File: config.mk
export PLATFORM = sky130hd
export DESIGN_NAME = reg_scoreboard
export DESIGN_NICKNAME = d
export VERILOG_FILES = /design/src/rtl/reg_scoreboard.sv
export SDC_FILE = /design/constraint.sdc
export NUM_CORES = 1
export LEC_CHECK = 0
export ABC_AREA = 1
export CAP_MARGIN = 5
export CORE_ASPECT_RATIO = 1.4
export CORE_MARGIN = 3
export CORE_UTILIZATION = 55
export DETAILED_ROUTE_END_ITERATION = 10
export GPL_TIMING_DRIVEN = 0
export PLACE_DENSITY_LB_ADDON = 0.25
export SYNTH_ARGS = -nofsm -noshare
export SYNTH_HDL_FRONTEND = slang
export SYNTH_SLANG_ARGS = --single-unit
File: constraint.sdc
create_clock -name clk -period 7.8 [get_ports clk]
set_clock_uncertainty 0.1 [all_clocks]
set_input_delay 1.56 -clock clk [delete_from_list [all_inputs] [get_ports clk]]
set_output_delay 1.56 -clock clk [all_outputs]
set_load 0.005 [all_outputs]
File: src/rtl/reg_scoreboard.sv
// Register-write scoreboard: tracks in-flight writers per register and stalls ID on unforwardable sources.
// Optional stall statistics counter is built when SCOREBOARD_STATS_EN is defined.
module reg_scoreboard #(
  parameter int NREG  = 32,
  parameter int LAT_W = 4,
  localparam int RS_WIDTH = (NREG > 1) ? $clog2(NREG) : 1
) (
  input  logic                clk,
  input  logic                rst,
  input  logic [RS_WIDTH-1:0] rs1_id,
  input  logic [RS_WIDTH-1:0] rs2_id,
  input  logic                rs1_used,
  input  logic                rs2_used,
  input  logic                issue_valid,
  input  logic                issue_regwrite,
  input  logic [RS_WIDTH-1:0] issue_rd,
  input  logic [LAT_W-1:0]    issue_lat,
  input  logic                wb_valid,
  input  logic                wb_regwrite,
  input  logic [RS_WIDTH-1:0] wb_rd,
  input  logic                kill_valid,
  input  logic [RS_WIDTH-1:0] kill_rd,
  output logic                stall_id,
  output logic [NREG-1:0]     pending_mask,
  output logic                busy_any,
  output logic                err_ovf,
  output logic [31:0]         stall_cycles
);

  logic [1:0]       pend     [NREG];
  logic [1:0]       pend_nxt [NREG];
  logic [LAT_W-1:0] ttl      [NREG];
  logic [LAT_W-1:0] ttl_nxt  [NREG];
  logic [NREG-1:0]  inc;
  logic [NREG-1:0]  dec_wb;
  logic [NREG-1:0]  dec_kill;
  logic [NREG-1:0]  step_err;
  logic [NREG-1:0]  mask_nxt;
  logic             issue_ev;
  logic             wb_ev;
  logic             kill_ev;
  logic             hz1;
  logic             hz2;

  // Saturating writer-count step; returns {error, next_count}.
  function automatic logic [2:0] pend_step(input logic [1:0] cur, input logic up_one,
                                           input logic dn_a, input logic dn_b);
    logic [2:0] up;
    logic [2:0] dn;
    logic [2:0] diff;
    up   = {1'b0, cur} + {2'b00, up_one};
    dn   = {2'b00, dn_a} + {2'b00, dn_b};
    diff = up - dn;
    if (up < dn) begin
      pend_step = {1'b1, 2'd0};
    end else if (diff > 3'd3) begin
      pend_step = {1'b1, 2'd3};
    end else begin
      pend_step = {1'b0, diff[1:0]};
    end
  endfunction

  assign issue_ev = issue_valid & issue_regwrite & (issue_rd != RS_WIDTH'(0));
  assign wb_ev    = wb_valid & wb_regwrite & (wb_rd != RS_WIDTH'(0));
  assign kill_ev  = kill_valid & (kill_rd != RS_WIDTH'(0));

  // Decode the three events into per-register one-hot strobes.
  always_comb begin
    inc      = {NREG{1'b0}};
    dec_wb   = {NREG{1'b0}};
    dec_kill = {NREG{1'b0}};
    for (int r = 1; r < NREG; r++) begin
      inc[r]      = issue_ev && (issue_rd == RS_WIDTH'(r));
      dec_wb[r]   = wb_ev && (wb_rd == RS_WIDTH'(r));
      dec_kill[r] = kill_ev && (kill_rd == RS_WIDTH'(r));
    end
  end

  // Next writer count and countdown per register; x0 is pinned at zero.
  always_comb begin
    step_err = {NREG{1'b0}};
    mask_nxt = {NREG{1'b0}};
    for (int r = 0; r < NREG; r++) begin
      pend_nxt[r] = 2'd0;
      ttl_nxt[r]  = {LAT_W{1'b0}};
      if (r != 0) begin
        {step_err[r], pend_nxt[r]} = pend_step(pend[r], inc[r], dec_wb[r], dec_kill[r]);
        if (inc[r]) begin
          ttl_nxt[r] = issue_lat;
        end else if (pend_nxt[r] == 2'd0) begin
          ttl_nxt[r] = {LAT_W{1'b0}};
        end else if (ttl[r] != {LAT_W{1'b0}}) begin
          ttl_nxt[r] = ttl[r] - {{(LAT_W-1){1'b0}}, 1'b1};
        end else begin
          ttl_nxt[r] = {LAT_W{1'b0}};
        end
      end else begin
        pend_nxt[r] = 2'd0;
        ttl_nxt[r]  = {LAT_W{1'b0}};
      end
      mask_nxt[r] = (pend_nxt[r] != 2'd0);
    end
  end

  // Scoreboard state and registered status outputs.
  always_ff @(posedge clk) begin
    if (!rst) begin
      for (int r = 0; r < NREG; r++) begin
        pend[r] <= 2'd0;
        ttl[r]  <= {LAT_W{1'b0}};
      end
      pending_mask <= {NREG{1'b0}};
      err_ovf      <= 1'b0;
    end else begin
      for (int r = 0; r < NREG; r++) begin
        pend[r] <= pend_nxt[r];
        ttl[r]  <= ttl_nxt[r];
      end
      pending_mask <= mask_nxt;
      err_ovf      <= err_ovf | (|step_err);
    end
  end

  // Hazard detection looks only at registered countdowns.
  always_comb begin
    hz1 = 1'b0;
    hz2 = 1'b0;
    if (rs1_used && (rs1_id != RS_WIDTH'(0)) && (int'(rs1_id) < NREG)) begin
      hz1 = (ttl[rs1_id] != {LAT_W{1'b0}});
    end else begin
      hz1 = 1'b0;
    end
    if (rs2_used && (rs2_id != RS_WIDTH'(0)) && (int'(rs2_id) < NREG)) begin
      hz2 = (ttl[rs2_id] != {LAT_W{1'b0}});
    end else begin
      hz2 = 1'b0;
    end
  end

  assign stall_id = hz1 | hz2;
  assign busy_any = |pending_mask;

`ifdef SCOREBOARD_STATS_EN
  logic [31:0] stall_cnt;

  // Free-running stall cycle counter, wraps naturally at 2^32.
  always_ff @(posedge clk) begin
    if (!rst) begin
      stall_cnt <= 32'd0;
    end else if (stall_id) begin
      stall_cnt <= stall_cnt + 32'd1;
    end else begin
      stall_cnt <= stall_cnt;
    end
  end

  assign stall_cycles = stall_cnt;
`else
  assign stall_cycles = 32'd0;
`endif

endmodule

==> results.txt, run 1 <==
The run finished with clean final reports. The commonest cells after synthesis are nand2_1, inv_1, nor2_1. The accumulated negative setup slack is 0 ps. The worst hold path passes through 2 cells. The count of yosys warnings during synthesis came out at 0.

The floorplan row count came out at 72. Sorting the synthesized cells by area gives the leading types as dfxtp_1, ha_1, nand2_1. The internal reg-to-reg setup slack is 4570 ps.

In this run, CTS created clock tree buffers numbering 24. The post-detailed-route count of antenna-violating nets is 0. Counting cells, the worst reg-to-reg path comes to 8.

Compared with the post-synthesis result, the final layout area differs by 13.4%. The sequential cell area fraction in the yosys report is roughly 28%. Counting along the longest clock path gives a buffer depth of 3. The CTS tree is done. The area inside the core boundary came out at ~28000 um^2. Once placement completed, the tool counted placed cells totaling 2673. The post-route fraction of the period consumed by the critical path came out at between 70% and 80%.

The share of synthesized flip-flops with an asynchronous set or reset is 0%. The total length of routed wires came out at around 47 mm. The last weighted congestion value of the routability-driven placer came out at roughly 1.0. Across all layers, the routed design uses ~15000 vias.

In this run, post-CTS repair resized a total of 0 instances. The global route total overflow is 0. The clock-pin slew on the worst setup and hold paths came out at 60 ps.

In the routed design, unresolved DRC markers number 0. With fillers left out, the area of the finished cells amounts to 18000 um^2. The instance area at placement is 17100 um^2. The total routed wire length on the met1 layer came out at 17.5 mm.

Once the floorplan was initialized, standard cells occupied between 50% and 60% of the core. The required time of the critical path came out at 6140 ps. The first global-routing pass estimated ~73 mm of wire.

The startpoint of the lowest-slack hold path is ttl[31][3]. Power spread over the standard cell area amounts to roughly 160 nW/um^2. The post-route non-filler standard cell count is roughly 2700. The relative max-transition margin came out at 10.3%.

In the final design database the tool counted 2613 nets. The share of synthesized area in the top cell type comes to 27.6%. The reported max-cap violation count came out at 0. Using the TritonRoute via totals, the vias-per-cell ratio works out to 5.40. The placed wire-length estimate after detailed placement came out at 37.9 mm.

Measured along the y axis, the die boundary spans just over 200 um. The repair_antennas step left the layout with diodes totalling 0. The clock latency on the worst-skew pair came out at between 500 and 600 ps. The count of flip-flops with a built-in enable after synthesis came out at 0.

Yosys instantiated no cell more often than nand2_1. The total iterations of the first detailed-routing run came out at 6. The count of input and output buffers came out at 68. The layout cell share with drive strength beyond 1 came out at between 4 and 5%.

The final-layout worst hold slack is between 400 and 500 ps. Signal routing reaches up to met4. The reported leakage power came out at slightly below 8 nW. The fmax is ~170 MHz. The tree is rooted in a clkbuf_16.

The die is around 150 um wide. For this design, the CTS-stage hold fixing added 0 buffers. The number of H-tree levels is 1. The endpoint of the worst register-to-register path is ttl[26][0]. The CTS sink count came out at about 220. Setup repair after global routing left no endpoint under its margin. The number of distinct library cells after synthesis came out at 35.

The element type at the critical path start is a primary input. Wire segments on met2 add up to 22.7 mm in the final route. The critical-path maximum fanout is 10. The number of antenna violations at the first check in global routing is 0. For this design the top-level I/O count stands at 105.

The critical path endpoint category is an output port. dfxtp_1 takes more of the synthesized area than any other cell. The number of hold-slack violations in the final timing report is 0. The routed wirelength normalized by instance count came out at between 15 and 20 um. The most frequently used flop master after synthesis is dfxtp_1. The synthesis-stage register bit count came out at between 200 and 250. Cells fill 64.1% of the core in the end. The largest net degree at the start of global routing came out at 14. A synthesized cell averages approximately 7 um^2. Across the VDD grid, the largest voltage drop is 0.126 mV. The final number of max-transition violations is 0. The die footprint is between 30000 and 40000 um^2. The initial DRC count came out at ~1200. The total global-route track usage is between 30% and 40%. The transition at the pin with the smallest max-transition slack came out at 1330 ps. The synthesized area is 15800 um^2. The data arrival time of the worst path came out at between 4000 and 5000 ps. The number of post-CTS setup repair buffers is 0.

The number of global-route vias before repair came out at 14300. The wire length on met3 is around 3.1 mm. The worst hold endpoint is ttl[31][3]. In this run the critical register-to-register path is launched from pend[0][52]. Synthesis produced a netlist whose cell count is 2203. The number of failing setup endpoints in the final timing report is 0. The final critical delay including setup and external delays is approximately 5800 ps. The type of the worst min-delay path is flop to flop. The critical path in this run is classified as primary input to output port.
==> through the flow <==
step	setup slack, ps	power [W]
floorplan	3540	0.00141
global placement	1820	0.00157
global route	1900	0.00289
finish	1950	0.00280
detailed placement	1760	0.00158
CTS	2000	0.00280
==> where the power goes <==
| group | switching (W) | internal (W) |
|---|---|---|
| Sequential | 0.0000192 | 0.00114 |
| Clock | 0.000492 | 0.000750 |
| Combinational | 0.000251 | 0.000146 |
| Total | 0.000763 | 0.00204 |
==> cell usage in the layout (no fill, tap or decap), types with 13 or more instances in the layout <==
master | Yosys | layout
a21oi_1 | 149 | 149
a31o_2 | 15 | 15
and2_1 | 13 | 13
buf_4 | 36 | 36
clkbuf_1 | 33 | 38
clkbuf_16 | 0 | 25
clkdlybuf4s50_1 | 0 | 68
conb_1 | 1 | 33
dfxtp_1 | 218 | 218
fa_1 | 62 | 62
ha_1 | 184 | 184
inv_1 | 351 | 351
nand2_1 | 377 | 377
nand3_1 | 44 | 44
nor2_1 | 350 | 350
o21ai_0 | 206 | 206
o31ai_1 | 31 | 31
xnor2_1 | 32 | 32
xor2_1 | 37 | 37
==> kinds of logic after synthesis <==
logic type | count (synthesis) | synth area share [%]
adder cells (fa/ha/maj) | 246 | 22.4
other | 1 | 0.0237
flip-flops | 218 | 27.6
XOR/XNOR | 69 | 3.82
AND/OR/NAND/NOR | 812 | 20.3
AO/OA/AOI/OAI | 428 | 14.9
buffers and inverters | 429 | 11.1
==> critical path: stages <==
cell and delay, ps:
clkdlybuf4s50_1 500, nor2_1 610, buf_4 340, nand2_1 90
o21ai_0 90, nor2_1 60, nand3_1 120, nand3_1 80
nand3_1 90, nand3_1 60, nand2_1 70, clkdlybuf4s50_1 490
==> how the worst max path moves through the flow <==
stage                              start          to  slack (ps)  depth (start not counted)
after global routing           rs2_id[0]    stall_id        1900                         11
after global placement       issue_rd[4]  ttl[26][1]        1820                         14
final                          rs2_id[0]    stall_id        1950                         12
after CTS                      rs2_id[0]    stall_id        2000                         12
after floorplan                 wb_rd[0]  ttl[31][3]        3540                         17
after detailed placement  issue_regwrite  ttl[26][0]        1760                         14
==> state kept, by name, summed over array words and instances (netlist names) <==
register / cells
pending_mask: 31
pend: 62
ttl: 124
err_ovf: 1
==> area by class of cell <==
type | instances | area, um^2
clock inverters | 6 | 110
well taps | 370 | 463
repair buffers | 68 | 681
inverters | 351 | 1320
multi-input cells | 1588 | 9840
plain buffers | 78 | 437
fillers | 2560 | 10100
clock buffers | 37 | 741
flip-flops and latches | 218 | 4360
==> per-layer routing <==
| metal | vias to the layer above | track usage (%) |
|---|---|---|
| met4 | 0 | 20.6 |
| met3 | 177 | 4.17 |
| li1 | 7190 | - |
| met1 | 6734 | 34.0 |
| met2 | 567 | 52.6 |
| met5 | - | 0 |
Note: power is estimated with default switching activity, not from simulation.
==> run 2: changes to the inputs <==
==> constraint.sdc (replaced) <==
create_clock -name clk -period 5.1 [get_ports clk]
set_clock_uncertainty 0.1 [all_clocks]
set_input_delay 1.02 -clock clk [delete_from_list [all_inputs] [get_ports clk]]
set_output_delay 1.02 -clock clk [all_outputs]
set_load 0.005 [all_outputs]
==> run 2 against run 1 <==
  * Clock power up 53%
  * Non-clock buffer count unchanged
  * Cell count unchanged
  * Global-route usage about the same
  * Flip-flop and latch count unchanged
  * First-iteration DRC count down 13%
  * Count of clock-buffer cells in the layout unchanged
  * Register-to-register slack worse by 2400 ps
  * Combinational power up 53%
  * Worst setup slack worse by 1600 ps
  * Cell area about the same
  * Critical path depth unchanged
  * Critical path type unchanged
  * Largest power group unchanged
==> results.txt, run 2 (synthesis gave the netlist of run 1 again) <==
The die footprint is 30900 um^2 (unchanged). The diode insertion count for antenna repair came out at 0 (unchanged). The post-route cell area came to 18000 um^2 (about the same). The count of input and output buffers came out at 68 (unchanged). The CTS tree is done (unchanged). The clock root buffer is clkbuf_16 (unchanged). The placed wire-length estimate after detailed placement came out at 37.9 mm (unchanged). The final number of max-transition violations is 0 (unchanged).

The number of gates resized after cts is 0 (unchanged). The TritonCTS buffer count was 24 (unchanged). The data arrival time of the worst path came out at 3640 ps (was 4190 ps). The clock latency on the worst-skew pair came out at 540 ps (about the same). The die height came to 207 um (unchanged).

The total iterations of the first detailed-routing run is 5 (was 6). The post-detailed-route count of antenna-violating nets is 0 (unchanged). Commonest cells after routing, fill and taps aside: nand2_1, inv_1, nor2_1 (unchanged). The count of pins on the block boundary came out at 105 (unchanged). The first element of the critical path is rs2_id[0] (unchanged). The startpoint-to-endpoint class of the critical path was primary input to output port (unchanged). The leading cell type in the layout, fill and taps excluded was nand2_1 (unchanged). The routed wirelength normalized by instance count is 17.3 um (about the same). The number of hold-slack violations in the final timing report came out at 0 (unchanged). The first-pass GRT wire length came to 72.7 mm (unchanged). The required time of the critical path is 3980 ps (was 6140 ps). Regs by FF count: ttl (124), pend (62), pending_mask (31) (unchanged). The via count is 14600 (was 14700). The switching share of power is 27.3% (was 27.2%). The number of H-tree levels is 1 (unchanged). The number of buffers on the longest clock path came to 3 (unchanged). The startpoint of the lowest-slack hold path is ttl[31][3] (unchanged). The residual DRC count came out at 0 (unchanged). The initial DRC count is 1012 (was 1162). The number of flip-flops in the largest register came out at 124 (unchanged). The number of antenna violations at the first check in global routing came to 0 (unchanged). The vias per cell is 5.37 (was 5.40).

The transition at the pin with the smallest max-transition slack came to 931 ps (was 1330 ps). The layout filler cell count came to 2560 (unchanged). The part of the total power dissipated in combinational logic came to 14.2% (about the same). The total of hold buffers inserted after clock tree synthesis is 0 (unchanged). The floorplan row count is 72 (unchanged). Derived from the worst setup path, the maximum achievable clock frequency is between 200 and 250 MHz. The growth of design area from synthesis to finish is 13.4% (about the same). The largest net degree at the start of global routing is 14 (unchanged). The type of the worst min-delay path is flop to flop (unchanged). The last weighted congestion value of the routability-driven placer came out at 1.02 (unchanged).

The global route total overflow is 0 (unchanged). The proportion of power drawn by the clock network is 44.4% (about the same). The relative max-transition margin came to 37.4% (was 10.3%).

The cell area power density was 239 nW/um^2 (was 156 nW/um^2). The worst flop-to-flop path startpoint is pend[0][16] (was pend[0][52]). The clock-pin slew on the worst setup and hold paths is 60 ps (about the same). The horizontal die dimension came out at 149 um (unchanged). The number of global-route vias before repair came to 14300 (about the same).

The element type at the critical path start was a primary input (unchanged). The area inside the core boundary is 28000 um^2 (unchanged). The accumulated negative setup slack came out at 0 ps (unchanged). The reported leakage power is 7.94 nW (about the same).

The power spent charging and discharging nets is 0.00117 W (was 0.000763 W). The count of nets after finishing was 2613 (unchanged). The total global-route track usage came out at 30.1% (about the same).

The reported max-cap violation count is 0 (unchanged). The critical-path maximum fanout is 10 (unchanged). The critical path endpoint category is an output port (unchanged).

The number of failing setup endpoints in the final timing report came out at 0 (unchanged). The CTS sink count is 218 (unchanged). The internal power is 0.00312 W (was 0.00204 W). The part of the total power dissipated in sequential elements was 41.4% (was 41.5%).

The largest register by flop count is ttl (unchanged). The instance area at placement came out at 17100 um^2 (unchanged). The starting density of the core came out at 56.5% (unchanged). The largest voltage drop on the vdd net is 0.197 mV (was 0.126 mV). The final critical delay including setup and external delays came out at between 4000 and 5000 ps.

Result of the run: completed (unchanged). The total length of routed wires is 47.0 mm (was 46.9 mm). The layout cell share with drive strength beyond 1 is 4.69% (was 4.65%).

The post-route fraction of the period consumed by the critical path came out at roughly 93%. The number of post-CTS setup repair buffers came out at 0 (unchanged). The power after layout was 0.00429 W (was 0.00280 W).

RSZ-0062 raised after global routing: no (unchanged).
==> run 2: path summary, 6_finish.rpt <==
check	to	slack, ps	cells after the start
setup / recovery	stall_id	340	12
hold / removal	ttl[31][3]	440	2
setup reg to reg	ttl[8][0]	2180	8
hold reg to reg	ttl[31][3]	440	2
==> run 2: metrics by stage <==
stage               hold WS (ps)  utilization (%)  setup WS (ps)  instances
floorplan                    387                -           1380       2235
global route                 476             64.1            197       2716
global placement             416             61.0           -336       2673
finish                       443             64.1            335       2716
CTS                          427             64.1            148       2716
detailed placement           414             61.0           -400       2673
==> run 2: final cells by class <==
class	instances	area, um^2	area share [%]
Inverter	351	1320	7.34
Clock buffer	37	741	4.12
Buffer	78	437	2.43
Timing Repair Buffer	68	681	3.79
Tap cell	370	463	2.58
Clock inverter	6	110	0.613
Multi-Input combinational cell	1588	9840	54.8
Sequential cell	218	4360	24.3
==> run 2: metal layers <==
layer	vias to the layer above	part of all wire (%)	global-route usage, %
met5	-	0	0
li1	7186	-	-
met4	0	8.0	20.9
met3	175	6.0	4.19
met1	6744	38	34.0
met2	492	48	52.5
==> run 2: critical path, cell delays in order <==
cell and delay [ps]:
clkdlybuf4s50_1 510, nor2_1 620, buf_4 340, nand2_1 80, o21ai_0 80, nor2_1 60
nand3_1 120, nand3_1 80, nand3_1 90, nand3_1 60, nand2_1 70, clkdlybuf4s50_1 490
==> run 2: power groups by stage <==
stage	Sequential, W	Combinational [W]	Clock, W
after floorplan	0.00181	0.000346	0
after global placement	0.00181	0.000584	0
after detailed placement	0.00181	0.000595	0
after CTS	0.00178	0.000599	0.00191
after global routing	0.00178	0.000667	0.00198
final	0.00178	0.000608	0.00190
